[config.mk]
export PLATFORM = sky130hd
export DESIGN_NAME = sd_spi_master
export DESIGN_NICKNAME = d
export VERILOG_FILES = /design/src/rtl/sd_pkg.sv /design/src/rtl/sd_spi_master.sv
export SDC_FILE = /design/constraint.sdc
export NUM_CORES = 1
export LEC_CHECK = 0
export ABC_CLOCK_PERIOD_IN_PS = 2300
export BUFFER_PORTS_ARGS = -buffer_cell sky130_fd_sc_hd__buf_2
export CAP_MARGIN = 10
export CORE_MARGIN = 3
export CORE_UTILIZATION = 56
export DETAILED_ROUTE_END_ITERATION = 12
export PLACE_DENSITY = 0.78
export RECOVER_POWER = 25
export SYNTH_ARGS = -nofsm -noshare
export SYNTH_HDL_FRONTEND = slang
export SYNTH_SLANG_ARGS = --single-unit
[constraint.sdc]
create_clock -name clk -period 2.3 [get_ports clk]
set_input_delay 0.115 -clock clk [delete_from_list [all_inputs] [get_ports clk]]
set_output_delay 0.115 -clock clk [all_outputs]
set_load 0.01 [all_outputs]
[src/rtl/sd_pkg.sv]
// Shared types and default clock-divider constants for the RK8E SD-card SPI path.
// Provides the sequencer command encoding, master FSM states and SCLK half-periods.
package sd_pkg;

    typedef enum logic [1:0] {
        OP_NOP = 2'd0,
        OP_CSL = 2'd1,
        OP_CSH = 2'd2,
        OP_TR  = 2'd3
    } spiOP_t;

    typedef enum logic [1:0] {
        S_IDLE = 2'd0,
        S_LOW  = 2'd1,
        S_HIGH = 2'd2
    } state_t;

    localparam int SD_SLOW_HALF = 125;
    localparam int SD_FAST_HALF = 4;

endpackage

[src/rtl/sd_spi_master.sv]
// Byte-wide mode-0 SPI master: executes CSL, CSH or an 8-bit full-duplex transfer.
// Ports: clk/reset (sync, active high), spiOP/spiTX/spiFAST command in,
//        spiRX/spiDONE/spiBUSY status out, sdCS/sdSCLK/sdMOSI/sdMISO card pins.
module sd_spi_master
    import sd_pkg::*;
#(
    parameter int SLOW_HALF = SD_SLOW_HALF,
    parameter int FAST_HALF = SD_FAST_HALF
) (
    input  logic       clk,
    input  logic       reset,
    input  spiOP_t     spiOP,
    input  logic [7:0] spiTX,
    input  logic       spiFAST,
    output logic [7:0] spiRX,
    output logic       spiDONE,
    output logic       spiBUSY,
    output logic       sdCS,
    output logic       sdSCLK,
    output logic       sdMOSI,
    input  logic       sdMISO
);

    localparam int MAX_HALF = (SLOW_HALF > FAST_HALF) ? SLOW_HALF : FAST_HALF;
    localparam int DW       = $clog2(MAX_HALF);

    localparam logic [DW-1:0] SLOW_RL = DW'(SLOW_HALF - 1);
    localparam logic [DW-1:0] FAST_RL = DW'(FAST_HALF - 1);

    state_t        state_q, state_d;
    logic          cs_q, cs_d;
    logic          sclk_q, sclk_d;
    logic          mosi_q, mosi_d;
    logic [7:0]    rx_q, rx_d;
    logic          done_q, done_d;
    logic          busy_q, busy_d;
    logic          fast_q, fast_d;
    logic [DW-1:0] div_q, div_d;
    logic [2:0]    bitcnt_q, bitcnt_d;
    logic [7:0]    shift_q, shift_d;

    logic [DW-1:0] reload;

    // Divider reload follows the rate latched at the start of the transfer.
    assign reload = fast_q ? FAST_RL : SLOW_RL;

    always_comb begin
        state_d  = state_q;
        cs_d     = cs_q;
        sclk_d   = sclk_q;
        mosi_d   = mosi_q;
        rx_d     = rx_q;
        done_d   = 1'b0;
        busy_d   = busy_q;
        fast_d   = fast_q;
        div_d    = div_q;
        bitcnt_d = bitcnt_q;
        shift_d  = shift_q;

        unique case (state_q)
            S_IDLE: begin
                unique case (spiOP)
                    OP_NOP: ;
                    OP_CSL: begin
                        cs_d   = 1'b0;
                        done_d = 1'b1;
                    end
                    OP_CSH: begin
                        cs_d   = 1'b1;
                        done_d = 1'b1;
                    end
                    OP_TR: begin
                        shift_d  = spiTX;
                        fast_d   = spiFAST;
                        div_d    = spiFAST ? FAST_RL : SLOW_RL;
                        bitcnt_d = 3'd0;
                        mosi_d   = spiTX[7];
                        busy_d   = 1'b1;
                        state_d  = S_LOW;
                    end
                    default: ;
                endcase
            end
            S_LOW: begin
                if (div_q == '0) begin
                    sclk_d  = 1'b1;
                    // MSB has already been presented on MOSI; the
                    // vacated LSB collects the incoming bit.
                    shift_d = {shift_q[6:0], sdMISO};
                    div_d   = reload;
                    state_d = S_HIGH;
                end else begin
                    div_d = div_q - DW'(1);
                end
            end
            S_HIGH: begin
                if (div_q == '0) begin
                    sclk_d = 1'b0;
                    if (bitcnt_q == 3'd7) begin
                        rx_d    = shift_q;
                        done_d  = 1'b1;
                        busy_d  = 1'b0;
                        mosi_d  = 1'b1;
                        state_d = S_IDLE;
                    end else begin
                        bitcnt_d = bitcnt_q + 3'd1;
                        mosi_d   = shift_q[7];
                        div_d    = reload;
                        state_d  = S_LOW;
                    end
                end else begin
                    div_d = div_q - DW'(1);
                end
            end
            default: state_d = S_IDLE;
        endcase
    end

    always_ff @(posedge clk) begin
        if (reset) begin
            state_q  <= S_IDLE;
            cs_q     <= 1'b1;
            sclk_q   <= 1'b0;
            mosi_q   <= 1'b1;
            rx_q     <= 8'h00;
            done_q   <= 1'b0;
            busy_q   <= 1'b0;
            fast_q   <= 1'b0;
            div_q    <= '0;
            bitcnt_q <= 3'd0;
            shift_q  <= 8'h00;
        end else begin
            state_q  <= state_d;
            cs_q     <= cs_d;
            sclk_q   <= sclk_d;
            mosi_q   <= mosi_d;
            rx_q     <= rx_d;
            done_q   <= done_d;
            busy_q   <= busy_d;
            fast_q   <= fast_d;
            div_q    <= div_d;
            bitcnt_q <= bitcnt_d;
            shift_q  <= shift_d;
        end
    end

    assign spiRX   = rx_q;
    assign spiDONE = done_q;
    assign spiBUSY = busy_q;
    assign sdCS    = cs_q;
    assign sdSCLK  = sclk_q;
    assign sdMOSI  = mosi_q;

endmodule

==> flow_summary.json <==
{
  "status": "complete, no violations",
  "cap_viol_max_count": 0,
  "required_ns": 2.56,
  "clkSinkCount": 34,
  "cts-resized-gates": 0,
  "routedWlPerCell_um": 13.7,
  "cp_max_fo": 8,
  "timing.final.max_slew_violations": 0,
  "yosysTopAreaCell": "dfxtp_1",
  "antenna_left": 0,
  "power_leakage_nw": 0.794,
  "dieHeight_um": 63.6,
  "hold_buffers": 0,
  "hold_class": "primary input to flop",
  "worst_slack_ns": 0.321,
  "cts-buffers-inserted": 5,
  "synth_cell_type_count": 53,
  "cts_root_buffer": "clkbuf_4",
  "drive_gt1_frac": 0.188,
  "synth_top_area_frac": 0.366,
  "synth-main-ff-cell": "dfxtp_1",
  "synthMostInstantiatedCell": "dfxtp_1",
  "drc_errors": 0,
  "critical-path-max-stage-delay_ns": 0.43,
  "grt_pass1_vias": 1555,
  "synth-edff-count": 0,
  "syn_area_per_cell_um2": 8.72,
  "viasPerCell": 5.68,
  "yosys-top-cells-count": "dfxtp_1 (34), nand2_1 (23), inv_1 (18), nor2_1 (18), a21oi_1 (11)",
  "synthCells": 213,
  "syn_to_final_growth_pct": 10.9,
  "ios": 27,
  "async_flop_share": 0,
  "dieArea_um2": 4040,
  "wl_met1_mm": 1.83,
  "fin_crit_sh": 0.860,
  "place_congestion": 0.844,
  "clock-skew-final_ns": 0.00454,
  "portBuffers": 26,
  "hold_viol_final": 0,
  "insertion_delay_ns": 0.34,
  "wl_met2_mm": 1.81,
  "critical_path_arrival_ns": 2.23,
  "clockBufferDepth": 2,
  "fmax_mhz": 505,
  "setup_viol": 0,
  "wl_mm": 3.90,
  "initialDrtViolationCount": 114,
  "grt_max_degree": 35,
  "rows": 20,
  "grt_overflow_total": 0,
  "cp-start-kind": "flop",
  "cp-end-kind": "flop",
  "diodes": 0,
  "hpwl_mm": 2.92,
  "cts_setup_buffers": 0,
  "synth_area_leaders": "dfxtp_1 (37%), ha_1 (6.7%), nand2_1 (4.6%), a221oi_1 (3.8%), inv_1 (3.6%)",
  "grt_antenna_before_repair": 0,
  "nets": 263,
  "slew_headroom": 0.572,
  "wl_met3_um": 183,
  "cp_slowest_cell": "a311oi_4",
  "grt_pass1_wl_mm": 6.94,
  "top_layer_used": "met4",
  "multi_input_area_um2": 1040,
  "crit_type": "flop to flop",
  "grt_usage": 0.215,
  "setup_tns_ns": 0,
  "syn_nets": 237,
  "crit_chain": "inv_1 -> ha_1 -> nor2b_1 -> a311oi_4 -> buf_4 -> nor2_1 -> a311oi_2",
  "post-route-min-period_ns": 1.98,
  "placed_cell_area_um2": 2010,
  "start_util": 0.599,
  "core_area_um2": 3100,
  "tritoncts": "yes",
  "num_vias": 1613,
  "ir_worst_vdd_v": 0.000711,
  "fill_cells": 293,
  "ys_ff_latch": 34,
  "rsz0062_at_grt": "no",
  "yosys_warnings": 0,
  "htree_levels": 2,
  "pre_cts_slack_ns": 0.364,
  "powerDensity_nw_per_um2": 1100,
  "path_clk_slew_ns": 0.10,
  "worst_slew_pin_slew_ns": 0.642,
  "design_area_um2": 2060,
  "first_pass_iters": 4,
  "finalCoreUtilization": 0.664,
  "die_w_um": 63.6,
  "yosysSeqAreaShare": 0.366,
  "netlist_area_um2": 1860,
  "seqCellArea_um2": 681
}
cell families (layout without fill, tap and decap cells):
kind of cell,Yosys count,count (layout),share of synthesized area
DFF,34,34,0.366
adders and majority gates,10,10,0.0673
buffers and inverters,30,57,0.0720
and+or+nand+nor,70,70,0.199
muxes,3,3,0.0175
xor gates and xnor gates,2,2,0.00943
AOI/OAI and AO/OA,64,64,0.268
registers in the layout (all words and copies together), names as in the netlist, 2 cells and up:
signal / count
bitcnt_q: 3
state_q: 2
spiRX: 8
shift_q: 8
div_q: 7
where the power goes:
part / switching (W) / internal (W)
sequential: 0.000114 / 0.000708
combinational: 0.000660 / 0.000430
clock: 0.000199 / 0.000148
total: 0.000973 / 0.00129
through the flow:
| step | hold WS, ns | total power [W] | std cells |
|---|---|---|---|
| after global routing | 0.0910 | 0.00244 | 284 |
| final | 0.0639 | 0.00226 | 284 |
| after global placement | 0.413 | 0.00191 | 276 |
| after CTS | 0.0584 | 0.00227 | 284 |
| after floorplan | 0.262 | 0.00173 | 213 |
| after detailed placement | 0.421 | 0.00193 | 276 |
final cells by class:
type | instances | share of cell area
multi-input combinational | 149 | 0.506
sequential | 34 | 0.330
clock buffer | 7 | 0.0267
tap | 44 | 0.0267
clock inverter | 1 | 0.00243
inverter | 18 | 0.0328
timing repair buffer | 31 | 0.0747
critical path: cells and delay by family (launching register included):
family | cells | cell delay (ns)
buffers and inverters | 2 | 0.30
AOI/OAI and AO/OA | 2 | 0.66
and+or+nand+nor | 2 | 0.26
DFF | 1 | 0.40
adders and majority gates | 1 | 0.29
layer usage:
metal / vias to the layer above / global-route usage
li1: 819 / -
met1: 744 / 0.278
met2: 41 / 0.348
met3: 9 / 0.0463
met4: 0 / 0.0836
met5: - / 0
path summary, 6_finish.rpt:
| kind | start | slack [ns] | to | cells past startpoint |
|---|---|---|---|---|
| min reg2reg | spiRX[7]$_SDFFE_PP0P_ | 0.46 | spiRX[7]$_SDFFE_PP0P_ | 2 |
| max reg2reg | state_q[0]$_SDFFE_PP0P_ | 0.32 | div_q[3]$_SDFFE_PP0P_ | 7 |
| max | state_q[0]$_SDFFE_PP0P_ | 0.32 | div_q[3]$_SDFFE_PP0P_ | 7 |
| min | spiFAST | 0.06 | fast_q$_SDFFE_PP0P_ | 3 |
layout by cell type (no fill, tap or decap), drive strengths merged, types with 2 or more instances in the layout:
master / Yosys / layout
inv: 18 / 18
buf: 8 / 20
o21ai: 14 / 14
nor3: 5 / 5
nor2b: 2 / 2
a31oi: 2 / 2
nand2b: 4 / 4
nand3: 2 / 2
xor2: 2 / 2
mux2: 2 / 2
and2: 3 / 3
o22ai: 2 / 2
dfxtp: 34 / 34
nand4: 5 / 5
o31ai: 3 / 3
nor2: 19 / 19
ha: 10 / 10
a22o: 2 / 2
nand2: 23 / 23
o211ai: 2 / 2
a311oi: 3 / 3
a211oi: 6 / 6
a221oi: 8 / 8
clkbuf: 4 / 18
a31o: 4 / 4
a21oi: 11 / 11
Power figures use the tool's default switching activity.
